File: src/rtl/epl_correlator_if.sv
// Channel-side bundle for the early/prompt/late correlator: sample, code and
// control strobes in, latched correlation results and status flags out.
interface epl_correlator_if;
   logic        ch_enable;
   logic        acc_clear;
   logic        sample_enable;
   logic        if_sign, if_mag;
   logic        car_i_sign, car_i_mag;
   logic        car_q_sign, car_q_mag;
   logic        early, prompt, late;
   logic        dump_enable;
   logic        status_read;
   logic [15:0] i_early, q_early, i_prompt, q_prompt, i_late, q_late;
   logic [15:0] sample_count;
   logic        new_data;
   logic        overrun;

   modport master (
      output ch_enable, acc_clear, sample_enable, if_sign, if_mag,
             car_i_sign, car_i_mag, car_q_sign, car_q_mag,
             early, prompt, late, dump_enable, status_read,
      input  i_early, q_early, i_prompt, q_prompt, i_late, q_late,
             sample_count, new_data, overrun
   );

   modport slave (
      input  ch_enable, acc_clear, sample_enable, if_sign, if_mag,
             car_i_sign, car_i_mag, car_q_sign, car_q_mag,
             early, prompt, late, dump_enable, status_read,
      output i_early, q_early, i_prompt, q_prompt, i_late, q_late,
             sample_count, new_data, overrun
   );
endinterface

File: src/rtl/epl_correlator.sv
// Two-stage early/prompt/late correlator: mixes IF with carrier, despreads with
// code chips into six saturating accumulators, latches them on the code epoch.
module epl_correlator (
   input  logic            clk,
   input  logic            rst,
   epl_correlator_if.slave bus
);
   // Accumulator index order: 0 i_early, 1 q_early, 2 i_prompt, 3 q_prompt, 4 i_late, 5 q_late
   logic signed [3:0]  mix_i_q, mix_i_d, mix_q_q, mix_q_d;
   logic               early_q, early_d, prompt_q, prompt_d, late_q, late_d;
   logic               s1_valid_q, s1_valid_d;
   logic               dump_d_q, dump_d_d;
   logic signed [15:0] acc_q [6];
   logic signed [15:0] acc_d [6];
   logic signed [15:0] out_q [6];
   logic signed [15:0] out_d [6];
   logic [15:0]        cnt_q, cnt_d;
   logic [15:0]        count_out_q, count_out_d;
   logic               new_data_q, new_data_d;
   logic               overrun_q, overrun_d;
   logic signed [3:0]  contrib [6];
   logic               latch;

   function automatic logic signed [3:0] mult(input logic if_s, input logic if_m,
                                               input logic c_s, input logic c_m);
      logic [3:0] m;
      case ({if_m, c_m})
         2'b00:   m = 4'd1;
         2'b01:   m = 4'd2;
         2'b10:   m = 4'd3;
         default: m = 4'd6;
      endcase
      return (if_s ^ c_s) ? $signed(-m) : $signed(m);
   endfunction

   // Overflow shows up as bit 16 disagreeing with bit 15 of the widened sum
   function automatic logic signed [15:0] sat_add(input logic signed [15:0] a,
                                                   input logic signed [3:0]  b);
      logic signed [16:0] s;
      s = {a[15], a} + {{13{b[3]}}, b};
      if (!s[16] && s[15])      return 16'sh7FFF;
      else if (s[16] && !s[15]) return 16'sh8000;
      else                      return s[15:0];
   endfunction

   assign latch = bus.ch_enable & ~bus.acc_clear & dump_d_q;

   always_comb begin
      mix_i_d     = mix_i_q;
      mix_q_d     = mix_q_q;
      early_d     = early_q;
      prompt_d    = prompt_q;
      late_d      = late_q;
      s1_valid_d  = 1'b0;
      dump_d_d    = 1'b0;
      cnt_d       = cnt_q;
      count_out_d = count_out_q;
      new_data_d  = new_data_q;
      overrun_d   = overrun_q;
      for (int unsigned k = 0; k < 6; k++) begin
         acc_d[k]   = acc_q[k];
         out_d[k]   = out_q[k];
         contrib[k] = '0;
      end

      for (int unsigned k = 0; k < 6; k++) begin
         logic              chip;
         logic signed [3:0] mix;
         chip = (k < 2) ? early_q : ((k < 4) ? prompt_q : late_q);
         mix  = k[0] ? mix_q_q : mix_i_q;
         contrib[k] = chip ? -mix : mix;
      end

      if (bus.ch_enable && !bus.acc_clear) begin
         s1_valid_d = bus.sample_enable;
         dump_d_d   = bus.dump_enable;
         if (bus.sample_enable) begin
            mix_i_d  = mult(bus.if_sign, bus.if_mag, bus.car_i_sign, bus.car_i_mag);
            mix_q_d  = mult(bus.if_sign, bus.if_mag, bus.car_q_sign, bus.car_q_mag);
            early_d  = bus.early;
            prompt_d = bus.prompt;
            late_d   = bus.late;
         end
      end

      if (!bus.ch_enable || bus.acc_clear) begin
         cnt_d = '0;
         for (int unsigned k = 0; k < 6; k++) acc_d[k] = '0;
      end else if (latch) begin
         count_out_d = cnt_q;
         cnt_d       = {15'b0, s1_valid_q};
         for (int unsigned k = 0; k < 6; k++) begin
            out_d[k] = acc_q[k];
            acc_d[k] = s1_valid_q ? {{12{contrib[k][3]}}, contrib[k]} : '0;
         end
      end else if (s1_valid_q) begin
         if (cnt_q != '1) cnt_d = cnt_q + 16'd1;
         for (int unsigned k = 0; k < 6; k++) acc_d[k] = sat_add(acc_q[k], contrib[k]);
      end

      if (latch) begin
         new_data_d = 1'b1;
         overrun_d  = ~bus.status_read & (overrun_q | new_data_q);
      end else if (bus.status_read) begin
         new_data_d = 1'b0;
         overrun_d  = 1'b0;
      end
   end

   always_ff @(posedge clk) begin
      if (rst) begin
         mix_i_q     <= '0;
         mix_q_q     <= '0;
         early_q     <= 1'b0;
         prompt_q    <= 1'b0;
         late_q      <= 1'b0;
         s1_valid_q  <= 1'b0;
         dump_d_q    <= 1'b0;
         cnt_q       <= '0;
         count_out_q <= '0;
         new_data_q  <= 1'b0;
         overrun_q   <= 1'b0;
         for (int unsigned k = 0; k < 6; k++) begin
            acc_q[k] <= '0;
            out_q[k] <= '0;
         end
      end else begin
         mix_i_q     <= mix_i_d;
         mix_q_q     <= mix_q_d;
         early_q     <= early_d;
         prompt_q    <= prompt_d;
         late_q      <= late_d;
         s1_valid_q  <= s1_valid_d;
         dump_d_q    <= dump_d_d;
         cnt_q       <= cnt_d;
         count_out_q <= count_out_d;
         new_data_q  <= new_data_d;
         overrun_q   <= overrun_d;
         for (int unsigned k = 0; k < 6; k++) begin
            acc_q[k] <= acc_d[k];
            out_q[k] <= out_d[k];
         end
      end
   end

   assign bus.i_early      = out_q[0];
   assign bus.q_early      = out_q[1];
   assign bus.i_prompt     = out_q[2];
   assign bus.q_prompt     = out_q[3];
   assign bus.i_late       = out_q[4];
   assign bus.q_late       = out_q[5];
   assign bus.sample_count = count_out_q;
   assign bus.new_data     = new_data_q;
   assign bus.overrun      = overrun_q;
endmodule

File: src/flat_wrapper.sv
// flat-port wrapper written by rule: the top's interface ports become plain ports
module epl_correlator_flat 
  (clk, rst, bus_ch_enable, bus_acc_clear, bus_sample_enable, bus_if_sign, bus_if_mag, bus_car_i_sign, bus_car_i_mag, bus_car_q_sign, bus_car_q_mag, bus_early, bus_prompt, bus_late, bus_dump_enable, bus_status_read, bus_i_early, bus_q_early, bus_i_prompt, bus_q_prompt, bus_i_late, bus_q_late, bus_sample_count, bus_new_data, bus_overrun);
  epl_correlator_if bus_i ();
  input  logic clk;
  input  logic rst;
  input wire logic [$bits(bus_i.ch_enable)-1:0] bus_ch_enable;
  input wire logic [$bits(bus_i.acc_clear)-1:0] bus_acc_clear;
  input wire logic [$bits(bus_i.sample_enable)-1:0] bus_sample_enable;
  input wire logic [$bits(bus_i.if_sign)-1:0] bus_if_sign;
  input wire logic [$bits(bus_i.if_mag)-1:0] bus_if_mag;
  input wire logic [$bits(bus_i.car_i_sign)-1:0] bus_car_i_sign;
  input wire logic [$bits(bus_i.car_i_mag)-1:0] bus_car_i_mag;
  input wire logic [$bits(bus_i.car_q_sign)-1:0] bus_car_q_sign;
  input wire logic [$bits(bus_i.car_q_mag)-1:0] bus_car_q_mag;
  input wire logic [$bits(bus_i.early)-1:0] bus_early;
  input wire logic [$bits(bus_i.prompt)-1:0] bus_prompt;
  input wire logic [$bits(bus_i.late)-1:0] bus_late;
  input wire logic [$bits(bus_i.dump_enable)-1:0] bus_dump_enable;
  input wire logic [$bits(bus_i.status_read)-1:0] bus_status_read;
  output wire logic [$bits(bus_i.i_early)-1:0] bus_i_early;
  output wire logic [$bits(bus_i.q_early)-1:0] bus_q_early;
  output wire logic [$bits(bus_i.i_prompt)-1:0] bus_i_prompt;
  output wire logic [$bits(bus_i.q_prompt)-1:0] bus_q_prompt;
  output wire logic [$bits(bus_i.i_late)-1:0] bus_i_late;
  output wire logic [$bits(bus_i.q_late)-1:0] bus_q_late;
  output wire logic [$bits(bus_i.sample_count)-1:0] bus_sample_count;
  output wire logic [$bits(bus_i.new_data)-1:0] bus_new_data;
  output wire logic [$bits(bus_i.overrun)-1:0] bus_overrun;
  assign bus_i.ch_enable = bus_ch_enable;
  assign bus_i.acc_clear = bus_acc_clear;
  assign bus_i.sample_enable = bus_sample_enable;
  assign bus_i.if_sign = bus_if_sign;
  assign bus_i.if_mag = bus_if_mag;
  assign bus_i.car_i_sign = bus_car_i_sign;
  assign bus_i.car_i_mag = bus_car_i_mag;
  assign bus_i.car_q_sign = bus_car_q_sign;
  assign bus_i.car_q_mag = bus_car_q_mag;
  assign bus_i.early = bus_early;
  assign bus_i.prompt = bus_prompt;
  assign bus_i.late = bus_late;
  assign bus_i.dump_enable = bus_dump_enable;
  assign bus_i.status_read = bus_status_read;
  assign bus_i_early = bus_i.i_early;
  assign bus_q_early = bus_i.q_early;
  assign bus_i_prompt = bus_i.i_prompt;
  assign bus_q_prompt = bus_i.q_prompt;
  assign bus_i_late = bus_i.i_late;
  assign bus_q_late = bus_i.q_late;
  assign bus_sample_count = bus_i.sample_count;
  assign bus_new_data = bus_i.new_data;
  assign bus_overrun = bus_i.overrun;
  epl_correlator u_core (.clk(clk), .rst(rst), .bus(bus_i));
endmodule
File: config.mk
export PLATFORM = sky130hd
export DESIGN_NAME = epl_correlator_flat
export DESIGN_NICKNAME = d
export VERILOG_FILES = /design/src/rtl/epl_correlator_if.sv /design/src/rtl/epl_correlator.sv /design/src/flat_wrapper.sv
export SDC_FILE = /design/constraint.sdc
export NUM_CORES = 1
export LEC_CHECK = 0
export ABC_CLOCK_PERIOD_IN_PS = 9320
export CAP_MARGIN = 20
export CORE_MARGIN = 2
export CORE_UTILIZATION = 45
export DETAILED_ROUTE_END_ITERATION = 16
export MAX_ROUTING_LAYER = met4
export PLACE_DENSITY = 0.66
export SYNTH_ARGS = -nofsm -noshare
export SYNTH_HDL_FRONTEND = slang
export SYNTH_SLANG_ARGS = --single-unit
File: constraint.sdc
create_clock -name clk -period 9.32 [get_ports clk]
set_input_delay 1.864 -clock clk [delete_from_list [all_inputs] [get_ports clk]]
set_output_delay 1.864 -clock clk [all_outputs]
set_load 0.005 [all_outputs]
# Word-level counts from Yosys, hierarchy flattened
# Memory sizes are Yosys's and may differ from the RTL's.
# Cells that the tools add are included.
[classes] mux=58 bitwise_logic=22 n_eq_ne=5 n_reduce_logical=40 add_sub_neg=11
[ops] op="16-bit two-way mux" n=30
[ops] op="96-bit two-way mux" n=5
[ops] op="16-bit by 4-bit adder with 17-bit output" n=6
[ops] op="4-bit two-way mux" n=12
[ops] op="3-bit one-hot mux with 3 select lines" n=2
[ops] op="16-bit by 1-bit adder with 16-bit output (second input constant)" n=1
[ops] op="16-bit inequality test (second input constant)" n=1
[ops] op="4-bit negation" n=4
[ops] op="1-bit logical NOT" n=14
[ops] op="1-bit logical AND" n=13
[ops] op="1-bit OR" n=13
[ops] op="1-bit two-way mux" n=9
[ops] op="2-bit AND reduction" n=4
[ops] op="2-bit nonzero test" n=3
[ops] op="2-bit by 1-bit equality test with 1-bit output (second input constant)" n=2
[ops] op="2-bit equality test (second input constant)" n=2
[ops] op="2-bit logical NOT" n=2
[ops] op="1-bit NOT" n=4
[ops] op="2-bit OR reduction" n=2
[ops] op="1-bit AND" n=3
[ops] op="3-bit OR reduction" n=1
[ops] op="1-bit bitwise XOR" n=2
[ops] op="1-bit logical OR" n=1
[word_totals] register_bits=47 memories=2 mem_bits_rw=192 in_bits=16
[mem_list] name="u_core.acc_q" words=6 word_bits=16 rd=6 rd_ports_with_merged_regs=0 write_ports=6 line="epl_correlator.sv:13" source="logic signed [15:0] acc_q [6];"
[mem_list] name="u_core.out_q" words=6 word_bits=16 rd=6 rd_ports_with_merged_regs=0 write_ports=6 line="epl_correlator.sv:15" source="logic signed [15:0] out_q [6];"

# Logic depth before layout (Yosys ltp)
[depth] word_depth=11 ltp_mapped=15 ltp_nobuf=14

# Least setup slack after synthesis
# OpenSTA, ideal clock, no wires.
[synth_timing] kind="register to register" start="register u_core.mix_i_q[0]" end="memory u_core.acc_q[2][12] (netlist: u_core.acc_q[0][44])" stages_incl_launch_ff=14 t_arrival_ns=3.762 n_path_buf=1 setup_time_ns=0.122 setup_slack_ns=5.436 cell_sequence="dfxtp_1 > or3_1 > nand2_1 > xnor2_1 > ha_1 > and3_1 > a221o_1 > a221o_1 > o21ai_1 > nor2b_1 > or3_1 > a31oi_1 > buf_2 > a221o_1"
[synth_rtl] element="from (decl)" line="epl_correlator.sv:9" source="logic signed [3:0] mix_i_q, mix_i_d, mix_q_q, mix_q_d;"
[synth_rtl] element="from (signal assigned)" line="epl_correlator.sv:128" source="mix_i_q <= mix_i_d;"
[synth_rtl] element="to (decl)" line="epl_correlator.sv:13"

==> flow_metrics.py <==
metrics = {
    "critical_path": {
        "rrSetupSlack_ps": 4620,
        "worstRegToRegCells": 13,
        "crit_fanout": 31,
        "r2r-end": "u_core.acc_q[0][26]",
        "critPathSlowestCell": "a21oi_1",
        "crit_path_start_kind": "input port",
        "crit_type": "input port to register",
        "worstPathRequired_ps": 9690,
        "cp_slowest_stage_delay_ps": 710,
        "cp.arrival_ps": 5130,
        "reg2reg_from": "u_core.mix_q_q[0]",
        "cp_cell_sequence": "clkdlybuf4s50_1 -> nor2b_1 -> nand2_4 -> and2_1 -> nand2_1 -> nor2_1 -> a21oi_1 -> o311ai_1",
        "path_buf_inv": 1,
        "end_kind": "register",
        "crit_family": "simple AND/OR/NAND/NOR gates",
    },
    "synth": {
        "synth_seq_cells": 239,
        "netlist_area_um2": 13500,
        "synth_seq_area_share_pct": 35.6,
        "synth.net_count": 1784,
        "ys.flop_type": "dfxtp_1",
        "synth.avg_cell_area_um2": 8.16,
        "synth-edff-count": 0,
        "netlist.area_leader.share_pct": 35.6,
        "post-synth-top-count-cell": "nand2_1",
        "synth_common_cells": "348 x nand2_1, 239 x dfxtp_1, 211 x a21oi_1",
        "yosysTopAreaCell": "dfxtp_1",
        "ys_warn_count": 0,
        "synth_cell_types": 75,
        "async_reset_ff_share_pct": 0,
        "synth.area.top_cells": "dfxtp_1 36%, ha_1 11%, nand2_1 9.7%, a21oi_1 7.8%, xnor2_1 4.6%",
        "syn-instance-count": 1649,
    },
    "floorplan": {
        "fp.dieH_um": 177,
        "std_cell_rows": 63,
        "die_w_um": 177,
        "fp.coreArea_um2": 29600,
        "dieArea_um2": 31300,
        "start_util_pct": 45.5,
        "io_pins": 130,
    },
    "timing": {
        "fmax_mhz": 210,
        "relSlewSlack_pct": 28.3,
        "tightest_slew_ps": 1080,
        "grt_setup_unrepaired": "false",
        "tns_ps": 0,
        "hold_viol_final": 0,
        "setup_violations": 0,
        "timing.final.crit_share_pct": 51.0,
        "slew_violations": 0,
        "fin_skew_ps": 17.8,
        "fin_crit_ps": 4760,
    },
    "placed_design": {
        "place_congestion": 0.870,
        "port_buffers": 129,
        "place_inst": 2111,
        "hpwl_um": 24000,
    },
    "layout": {
        "fin_nets": 1888,
        "seq_area_um2": 4780,
        "nFillCells": 2792,
        "post-route-util_pct": 54.6,
        "multi_input_area_um2": 8270,
        "drive_gt1_share_pct": 5.13,
        "areaGrowthSynthToFinish_pct": 19.9,
        "instances_no_fill": 2165,
    },
    "clocking": {
        "cts_buffers": 28,
        "numClockSinks": 239,
        "worst_skew_pair.late_latency_ps": 560,
        "cts-root-buf": "clkbuf_16",
        "post_cts_buffers": 0,
        "post_cts_resized": 0,
        "cts_max_level": 1,
        "hold_buffers": 0,
        "clk_pin_slew_ps": 60,
        "cts_tree": "yes",
        "clock_path_buffers": 3,
    },
    "route": {
        "dr.first_iter.drc_count": 771,
        "via_count": 12149,
        "via_per_inst": 5.61,
        "drc": 0,
        "wl_per_cell_um": 15.9,
        "dr.pass1.iters": 5,
        "ant_nets": 0,
        "wirelength_um": 34400,
    },
    "min_path": {
        "min_to": "u_core.out_q[0][94]",
        "hp-start": "u_core.out_q[0][94]",
        "holdPathStages": 2,
        "hold_path.class": "register to register",
    },
    "global_routing": {
        "grt_pass1_vias": 11722,
        "track_usage_pct": 22.5,
        "grt_max_degree": 93,
        "grt_pass1_wl_um": 57300,
        "antenna_found_initial": 1,
        "grt_overflow_total": 0,
    },
    "pwr": {
        "leakage_nw": 6.36,
        "netSwitchingFraction_pct": 23.9,
        "p_clk_share_pct": 50.2,
        "switchingPower_mw": 0.569,
        "worst_ir_drop_vdd_v": 0.000153,
        "cellPowerDensity_nw_per_um2": 148,
        "pwr-share-seq_pct": 43.2,
        "internal-power_mw": 1.82,
        "comb_power_share_pct": 6.6,
    },
    "flow_run": {
        "max_cap_viol_count": 0,
    },
    "run_status": {
        "status": "finished clean",
    },
}
routing by layer:
metal	track usage (%)	vias up	part of all wire (%)
li1	-	6125	-
met1	29.9	5727	47
met2	36.8	260	46
met3	2.90	37	5.3
met4	4.75	0	1.4
met5	-	-	0
worst max path at each step:
stage / startpoint / end / cells past startpoint
detailed placement: bus_ch_enable / u_core.acc_q[0][26] / 8
global placement: bus_ch_enable / u_core.acc_q[0][26] / 8
global route: bus_ch_enable / u_core.acc_q[0][26] / 8
CTS: bus_ch_enable / u_core.acc_q[0][26] / 8
floorplan: u_core.mix_i_q[0] / u_core.acc_q[0][44] / 13
finish: bus_ch_enable / u_core.acc_q[0][26] / 8
worst reg2reg max path, delay by kind of cell (launching register included):
kind            cells  cell delay, ps
compound gates      6            1980
simple gates        4             980
fa+ha+maj           1             470
flops               1             420
buf+inv             1             370
xor+xnor            1             300
state kept, by name, indices dropped and copies added, names as in the netlist:
name,cells
u_core.out_q,96
u_core.bus.new_data,1
u_core.prompt_q,1
u_core.cnt_q,16
u_core.bus.overrun,1
u_core.dump_d_q,1
u_core.bus.sample_count,16
u_core.mix_q_q,4
u_core.mix_i_q,4
u_core.early_q,1
u_core.acc_q,96
u_core.late_q,1
u_core.s1_valid_q,1
per-stage QoR:
| stage | area [um^2] | hold WS, ps | total power [mW] | worst slack, ps |
|---|---|---|---|---|
| after floorplan | 13500 | 446 | 1.17 | 5440 |
| after global placement | 15100 | 443 | 1.21 | 4140 |
| after detailed placement | 15100 | 446 | 1.21 | 3960 |
| after CTS | 16100 | 454 | 2.41 | 4520 |
| after global routing | 16100 | 469 | 2.46 | 4280 |
| final | 16100 | 451 | 2.39 | 4560 |
cell usage in the layout (no fill, tap or decap), types with 7 or more instances in the layout:
cell type	synthesis	layout
buf_4	0	16
nor2b_1	18	18
a21oi_1	211	211
clkbuf_16	0	28
and3_1	9	9
clkdlybuf4s50_1	0	128
and2_1	7	7
a221o_1	38	38
inv_1	42	42
dfxtp_1	239	239
a21o_1	26	26
nor2_1	77	76
a211oi_1	9	9
nand4_1	7	7
nand2b_1	18	18
a22oi_1	37	37
o31ai_1	7	7
o211ai_1	24	24
nand2_1	348	347
o21ai_0	57	57
xor2_1	28	28
clkinv_2	0	7
xnor2_1	70	68
or3_1	10	10
o21a_1	15	15
ha_1	113	113
o21bai_1	11	11
a31oi_1	16	16
nor3_1	20	19
nand3_1	20	20
kinds of logic (layout without fill, tap and decap cells):
family	Yosys count	after routing	synth area share [%]
XOR/XNOR	98	98	6.38
buffers and inverters	114	239	3.23
AND/OR/NAND/NOR	555	555	17.7
AO/OA/AOI/OAI	516	516	25.1
multiplexers	5	5	0.372
other	0	1	0
flip-flops	239	239	35.6
adder cells (fa/ha/maj)	122	122	11.6
cell type report:
cell class | instances | area share (%)
clock inverters | 21 | 1.77
well taps | 390 | 3.02
multi-input cells | 1296 | 51.3
diodes | 1 | 0.0155
clock buffers | 30 | 4.51
repair buffers | 145 | 8.76
inverters | 43 | 1.00
flip-flops and latches | 239 | 29.7
power by group through the flow:
stage          Sequential, mW  Combinational [mW]  Clock (mW)
4_1_cts                  1.03               0.157        1.22
6_report                 1.03               0.157        1.20
5_1_grt                  1.03               0.176        1.26
3_5_place_dp             1.05               0.156           0
2_1_floorplan            1.05               0.116           0
3_3_place_gp             1.05               0.153           0
Power figures use the tool's default switching activity.
